$ cat src/rtl/ant_step_sequencer.sv
// Step-pacing controller for the ant logic: turns frame ticks and button edges into single-cycle
// step pulses. Optional auto-pause at C_STEP_LIMIT steps is enabled by defining STEP_SEQ_LIMIT_EN.
module ant_step_sequencer #(
    parameter int unsigned C_SPEED_W    = 3,
    parameter int unsigned C_STEP_CNT_W = 24,
    parameter int unsigned C_STEP_LIMIT = 11000
) (
    input  logic                    iclk,
    input  logic                    irstn,
    input  logic                    ivs,
    input  logic                    istart,
    input  logic                    isingle,
    input  logic [C_SPEED_W-1:0]    ispeed,
    input  logic                    ibusy,
    output logic                    ostep,
    output logic                    orunning,
    output logic [C_STEP_CNT_W-1:0] ostep_count,
    output logic                    osat
);

    // Wide enough to count up to 2^(2^C_SPEED_W - 1) - 1 frames at the slowest speed.
    localparam int unsigned FCNT_W = 2 ** C_SPEED_W;

    typedef enum logic [1:0] {StIdle, StRun, StPause} state_e;

    state_e                  state_q, state_d;
    logic                    ivs_q, istart_q, isingle_q;
    logic [C_SPEED_W-1:0]    speed_q;
    logic [FCNT_W-1:0]       fcnt_q, fcnt_d;
    logic                    pend_q, pend_d;
    logic                    go_q, go_d;
    logic                    ostep_q;
    logic [C_STEP_CNT_W-1:0] count_q, count_d;
    logic                    sat_q, sat_d;

    logic                    frame_tick, start_edge, single_edge, start_ok;
    logic                    due, want, pend_base;
    logic [FCNT_W-1:0]       period_m1;

    assign frame_tick  = ivs_q & ~ivs;
    assign start_edge  = istart & ~istart_q;
    assign single_edge = isingle & ~isingle_q;
    assign period_m1   = (FCNT_W'(1) << ispeed) - FCNT_W'(1);

`ifdef STEP_SEQ_LIMIT_EN
    logic lock_q, lock_d;
    logic limit_hit;

    assign limit_hit = ostep_q && (count_q != '1)
                       && ((count_q + C_STEP_CNT_W'(1)) == C_STEP_CNT_W'(C_STEP_LIMIT));
    assign start_ok  = start_edge & ~lock_q;
    assign lock_d    = lock_q | limit_hit;

    always_ff @(posedge iclk) begin
        if (!irstn) lock_q <= 1'b0;
        else        lock_q <= lock_d;
    end
`else
    assign start_ok = start_edge;

    // The limit value only matters when the auto-pause build option is enabled.
    if (C_STEP_LIMIT == 0) begin : g_no_limit
    end
`endif

    always_comb begin
        state_d = state_q;
        fcnt_d  = fcnt_q;
        due     = 1'b0;

        unique case (state_q)
            StIdle: begin
                if (start_ok) begin
                    state_d = StRun;
                end else if (single_edge) begin
                    due     = 1'b1;
                    state_d = StPause;
                end
            end
            StRun: begin
                if (start_ok) begin
                    state_d = StPause;
                end else if (frame_tick && (ispeed == speed_q)) begin
                    if (fcnt_q == period_m1) begin
                        due    = 1'b1;
                        fcnt_d = '0;
                    end else begin
                        fcnt_d = fcnt_q + FCNT_W'(1);
                    end
                end
            end
            StPause: begin
                if (start_ok) begin
                    state_d = StRun;
                end else if (single_edge) begin
                    due = 1'b1;
                end
            end
            default: state_d = StIdle;
        endcase

`ifdef STEP_SEQ_LIMIT_EN
        if (limit_hit) state_d = StPause;
`endif

        if (ispeed != speed_q) fcnt_d = '0;

        // Any state change (into RUN, PAUSE or IDLE) restarts frame counting.
        pend_base = pend_q;
        if (state_d != state_q) begin
            fcnt_d = '0;
            if (state_d != StRun) pend_base = 1'b0;
        end

        // A step already in flight blocks issue so ostep can never be high twice in a row.
        want   = due | pend_base;
        go_d   = want & ~ibusy & ~go_q;
        pend_d = want & ~go_d;

        count_d = count_q;
        if (ostep_q && (count_q != '1)) count_d = count_q + C_STEP_CNT_W'(1);
        sat_d = sat_q | (count_d == '1);
    end

    always_ff @(posedge iclk) begin
        if (!irstn) begin
            ivs_q     <= ivs;
            istart_q  <= istart;
            isingle_q <= isingle;
            speed_q   <= ispeed;
            state_q   <= StIdle;
            fcnt_q    <= '0;
            pend_q    <= 1'b0;
            go_q      <= 1'b0;
            ostep_q   <= 1'b0;
            count_q   <= '0;
            sat_q     <= 1'b0;
        end else begin
            ivs_q     <= ivs;
            istart_q  <= istart;
            isingle_q <= isingle;
            speed_q   <= ispeed;
            state_q   <= state_d;
            fcnt_q    <= fcnt_d;
            pend_q    <= pend_d;
            go_q      <= go_d;
            ostep_q   <= go_q;
            count_q   <= count_d;
            sat_q     <= sat_d;
        end
    end

    assign ostep       = ostep_q;
    assign orunning    = (state_q == StRun);
    assign ostep_count = count_q;
    assign osat        = sat_q;

endmodule

$ cat config.mk
export PLATFORM = sky130hd
export DESIGN_NAME = ant_step_sequencer
export DESIGN_NICKNAME = d
export VERILOG_FILES = /design/src/rtl/ant_step_sequencer.sv
export SDC_FILE = /design/constraint.sdc
export NUM_CORES = 1
export LEC_CHECK = 0
export ABC_AREA = 1
export BUFFER_PORTS_ARGS = -buffer_cell sky130_fd_sc_hd__buf_2
export CAP_MARGIN = 20
export CORE_MARGIN = 1
export CORE_UTILIZATION = 58
export DETAILED_ROUTE_END_ITERATION = 10
export PLACE_DENSITY_LB_ADDON = 0.2
export SLEW_MARGIN = 5
export SYNTH_ARGS = -nofsm -noshare
export SYNTH_HDL_FRONTEND = slang
export SYNTH_SLANG_ARGS = --single-unit
$ cat constraint.sdc
create_clock -name iclk -period 2.5 [get_ports iclk]
set_clock_uncertainty 0.05 [all_clocks]
set_input_delay 0 -clock iclk [delete_from_list [all_inputs] [get_ports iclk]]
set_output_delay 0 -clock iclk [all_outputs]
set_load 0.005 [all_outputs]
==> summary.json <==
{
  "status": "finished clean",
  "achievable-frequency_mhz": 435.6,
  "rows": 24,
  "internal_power_mw": 0.9724,
  "critPathRequiredTime_ns": 2.61,
  "finalCriticalPeriod_ns": 2.296,
  "finalWeightedCongestion": 0.9120,
  "power.switching_fraction_pct": 25.55,
  "syn_area_mm2": 0.002758,
  "area.growth.synth_to_final_pct": 14.84,
  "setup_repair_after_global_routing_missed_its_margin": "no",
  "yosys-top-cells-area": "dfxtp_1 (32%), nand2_1 (19%), nor2_1 (11%), inv_1 (6.8%), nand3_1 (5.8%)",
  "synth.top_cell.area_share_pct": 31.94,
  "htreeDepth": 2,
  "total_via_count_after_detailed_routing": 2931,
  "hold_slack_ns": 0.3006,
  "finish.cell_count_without_fillers": 552,
  "cts_buffer_depth": 2,
  "avgViaCountPerCell": 5.310,
  "die_area_mm2": 0.005035,
  "ioPinCount": 36,
  "post_synth_num_cell_types": 31,
  "final_layout_size_suffix_gt1_share_pct": 14.60,
  "final_max_slew_viol_count": 0,
  "power.share.sequential_pct": 56.4,
  "die-height_um": 70.96,
  "power_per_cell_area_mw_per_mm2": 412.4,
  "wire_per_inst_um": 12.06,
  "synth_simple_gate_area_share_pct": 47.69,
  "netlist_instances": 451,
  "routed_wirelength_mm": 6.659,
  "power.combinational.fraction_pct": 9.9,
  "via_count_of_the_first_global_routing_pass": 2725,
  "buffer_ports.inserted": 35,
  "synth_compound_area_share_pct": 6.125,
  "worst-path-max-fanout": 9,
  "summed_negative_setup_slack_over_all_endpoints_ns": 0,
  "grt_total_ovfl": 0,
  "tritoncts": "built",
  "synth_adder_area_share_pct": 1.361,
  "total_nets_after_synthesis": 463,
  "hold_violations": 0,
  "detailedRoute.firstPassIterationCount": 5,
  "drc_errors": 0,
  "yosysWarnings": 0,
  "start_util_pct": 61.63,
  "clock_insertion_delay_worst_skew_ns": 0.30,
  "dp.final_hpwl_mm": 5.053,
  "synthMuxAreaShare_pct": 0,
  "clock_buffer_count_from_cts": 5,
  "synth_top_cell_by_area": "dfxtp_1",
  "ant_nets": 0,
  "grt_antenna_before_repair": 0,
  "global_route_wire_length_before_repair_mm": 11.27,
  "dp.cells": 536,
  "grt_usage_pct": 27.74,
  "main_combinational_cell_family_by_area_after_synthesis": "simple AND/OR/NAND/NOR gates",
  "nNetsFinal": 511,
  "startpoint_type": "input port",
  "grt_max_degree": 30,
  "switching_power_mw": 0.3336,
  "power_leakage_nw": 1.375,
  "finalSetupViolations": 0,
  "max-cap-violations": 0,
  "yosys_register_bits": 44,
  "hold_class": "input port to flip-flop",
  "vdd.ir_drop.worst_mv": 0.3261,
  "data_arrival_at_the_endpoint_of_the_critical_path_ns": 2.40,
  "drtIter0Drc": 168,
  "cts_post_setup_buffers_inserted": 0,
  "fp.dieW_um": 70.96,
  "clock_input_transition_at_the_sequential_cells_of_the_worst_setup_and_hold_paths_ns": 0.08,
  "number_of_antenna_diodes": 0,
  "synth-xor-area-share_pct": 3.494,
  "seq_area_frac_synth_pct": 31.94,
  "layout.filler_cells": 419,
  "critPathKind": "input port to flip-flop",
  "synthesis.area_per_instance_um2": 6.115,
  "timing.final.crit_share_pct": 91.82,
  "tightest_slew_ns": 0.8920,
  "cts-root-buf": "clkbuf_8",
  "power.share.clock_pct": 33.8,
  "cts.sinks": 44,
  "timing.max_slew.rel_slack_pct": 40.47,
  "category_of_the_worst_setup_path_capture_point": "flip-flop",
  "design.core.area_mm2": 0.004474
}
==> power by group through the flow <==
stage	logic (mW)	registers (mW)	clock network [mW]
finish	0.129	0.736	0.441
detailed placement	0.118	0.752	0
floorplan	0.0851	0.748	0
CTS	0.129	0.735	0.453
global route	0.146	0.739	0.481
global placement	0.116	0.752	0
==> layout make-up <==
class	count	area, um2	area share, %
well taps	52	65.06	2.055
clock buffers	7	76.32	2.410
repair buffers	51	315.3	9.957
flip-flops and latches	44	882.1	27.85
inverters	53	198.9	6.282
clock inverters	1	8.758	0.2766
multi-input cells	344	1620	51.17
==> critical path, stage by stage <==
cell and delay, ns:
dlygate4sd3_1 0.53, buf_2 0.17, nor3_1 0.25, inv_1 0.10
ha_1 0.30, or2_2 0.10, o211ai_1 0.09, a21oi_1 0.15
nand3_1 0.09, nor3_1 0.18, nand3_1 0.16, nand2_1 0.11
nand2_1 0.06, nand2_1 0.05, nor2_1 0.03
==> cells in the mapped netlist <==
master      n
or2_2       3
dfxtp_1    44
o41ai_1     1
buf_4       1
nor2_2      2
nand2_2     4
inv_2       3
xnor2_1     2
nor2_4      3
nand2_1   143
xor2_1      9
buf_2       3
clkbuf_1    4
nor3_1     11
nor2_1     79
nand3b_1    3
a22oi_1     1
nor3b_1     3
nand3_2     4
o21a_1      1
nand4_1    11
nand2_4     2
nand3_1    32
buf_6       2
o21ai_0     6
a21oi_1    17
ha_1        3
o211ai_1    2
a21oi_2     1
o22ai_1     1
inv_1      50
==> routing by layer <==
metal | part of all wire, % | vias up | track usage [%]
met5 | 0 | - | 0
li1 | - | 1513 | -
met4 | 2.8 | 0 | 10.89
met1 | 44 | 1315 | 33.48
met3 | 4.9 | 18 | 4.843
met2 | 49 | 85 | 49.04
==> through the flow <==
| stage | power [mW] | setup slack [ns] | utilization, % | instance area (um2) |
|---|---|---|---|---|
| after detailed placement | 0.8704 | 0.2170 | 67.00 | 2998 |
| after global placement | 0.8673 | 0.2713 | 67.00 | 2998 |
| after floorplan | 0.8336 | 0.4165 | - | 2758 |
| after global routing | 1.366 | 0.01941 | 70.78 | 3167 |
| after CTS | 1.317 | 0.1715 | 70.69 | 3163 |
| final | 1.306 | 0.2045 | 70.78 | 3167 |
==> sequential cells by signal, summed over array words and instances (netlist names) <==
signal and flops:
istart_q 1, pend_q 1, state_q 2, ostep_count 24, isingle_q 1, speed_q 3
go_q 1, ostep 1, osat 1, ivs_q 1, fcnt_q 8
==> kinds of logic after synthesis <==
group                    count (synthesis)
AND/OR/NAND/NOR                        300
buffers and inverters                   63
flip-flops                              44
AO/OA/AOI/OAI                           30
XOR/XNOR                                11
adder cells (fa/ha/maj)                  3
==> cell usage in the layout, fill, tap and decap left out, types with 2 or more instances in the layout <==
| cell | instances |
|---|---|
| inv_2 | 3 |
| nand2_2 | 5 |
| nor3b_1 | 3 |
| nand3_1 | 32 |
| o21ai_0 | 6 |
| dlygate4sd3_1 | 8 |
| nand3_2 | 4 |
| o211ai_1 | 2 |
| or2_2 | 3 |
| ha_1 | 3 |
| xor2_1 | 9 |
| nand4_1 | 11 |
| a21oi_1 | 17 |
| nor2_1 | 79 |
| nand3b_1 | 3 |
| clkbuf_8 | 5 |
| xnor2_1 | 2 |
| inv_1 | 50 |
| nand2_4 | 2 |
| dfxtp_1 | 43 |
| clkbuf_1 | 2 |
| buf_4 | 8 |
| nor2_4 | 3 |
| nand2_1 | 142 |
| nor3_1 | 11 |
| buf_2 | 35 |
| nor2_2 | 2 |
==> repair_timing <==
item	CTS	global route
endpoints found under the hold margin	9	0
gates resized for setup	0	2
hold buffers	8	0
endpoints found under the setup margin	0	2
==> worst paths after layout <==
check / from / to / slack [ns] / cells after the start
max reg2reg: ostep_count[0] / osat / 0.26 / 16
max: ispeed[2] / pend_q / 0.20 / 15
min: isingle / isingle_q / 0.30 / 2
min reg2reg: go_q / ostep / 0.39 / 2
(Power assumes the default switching activity.)
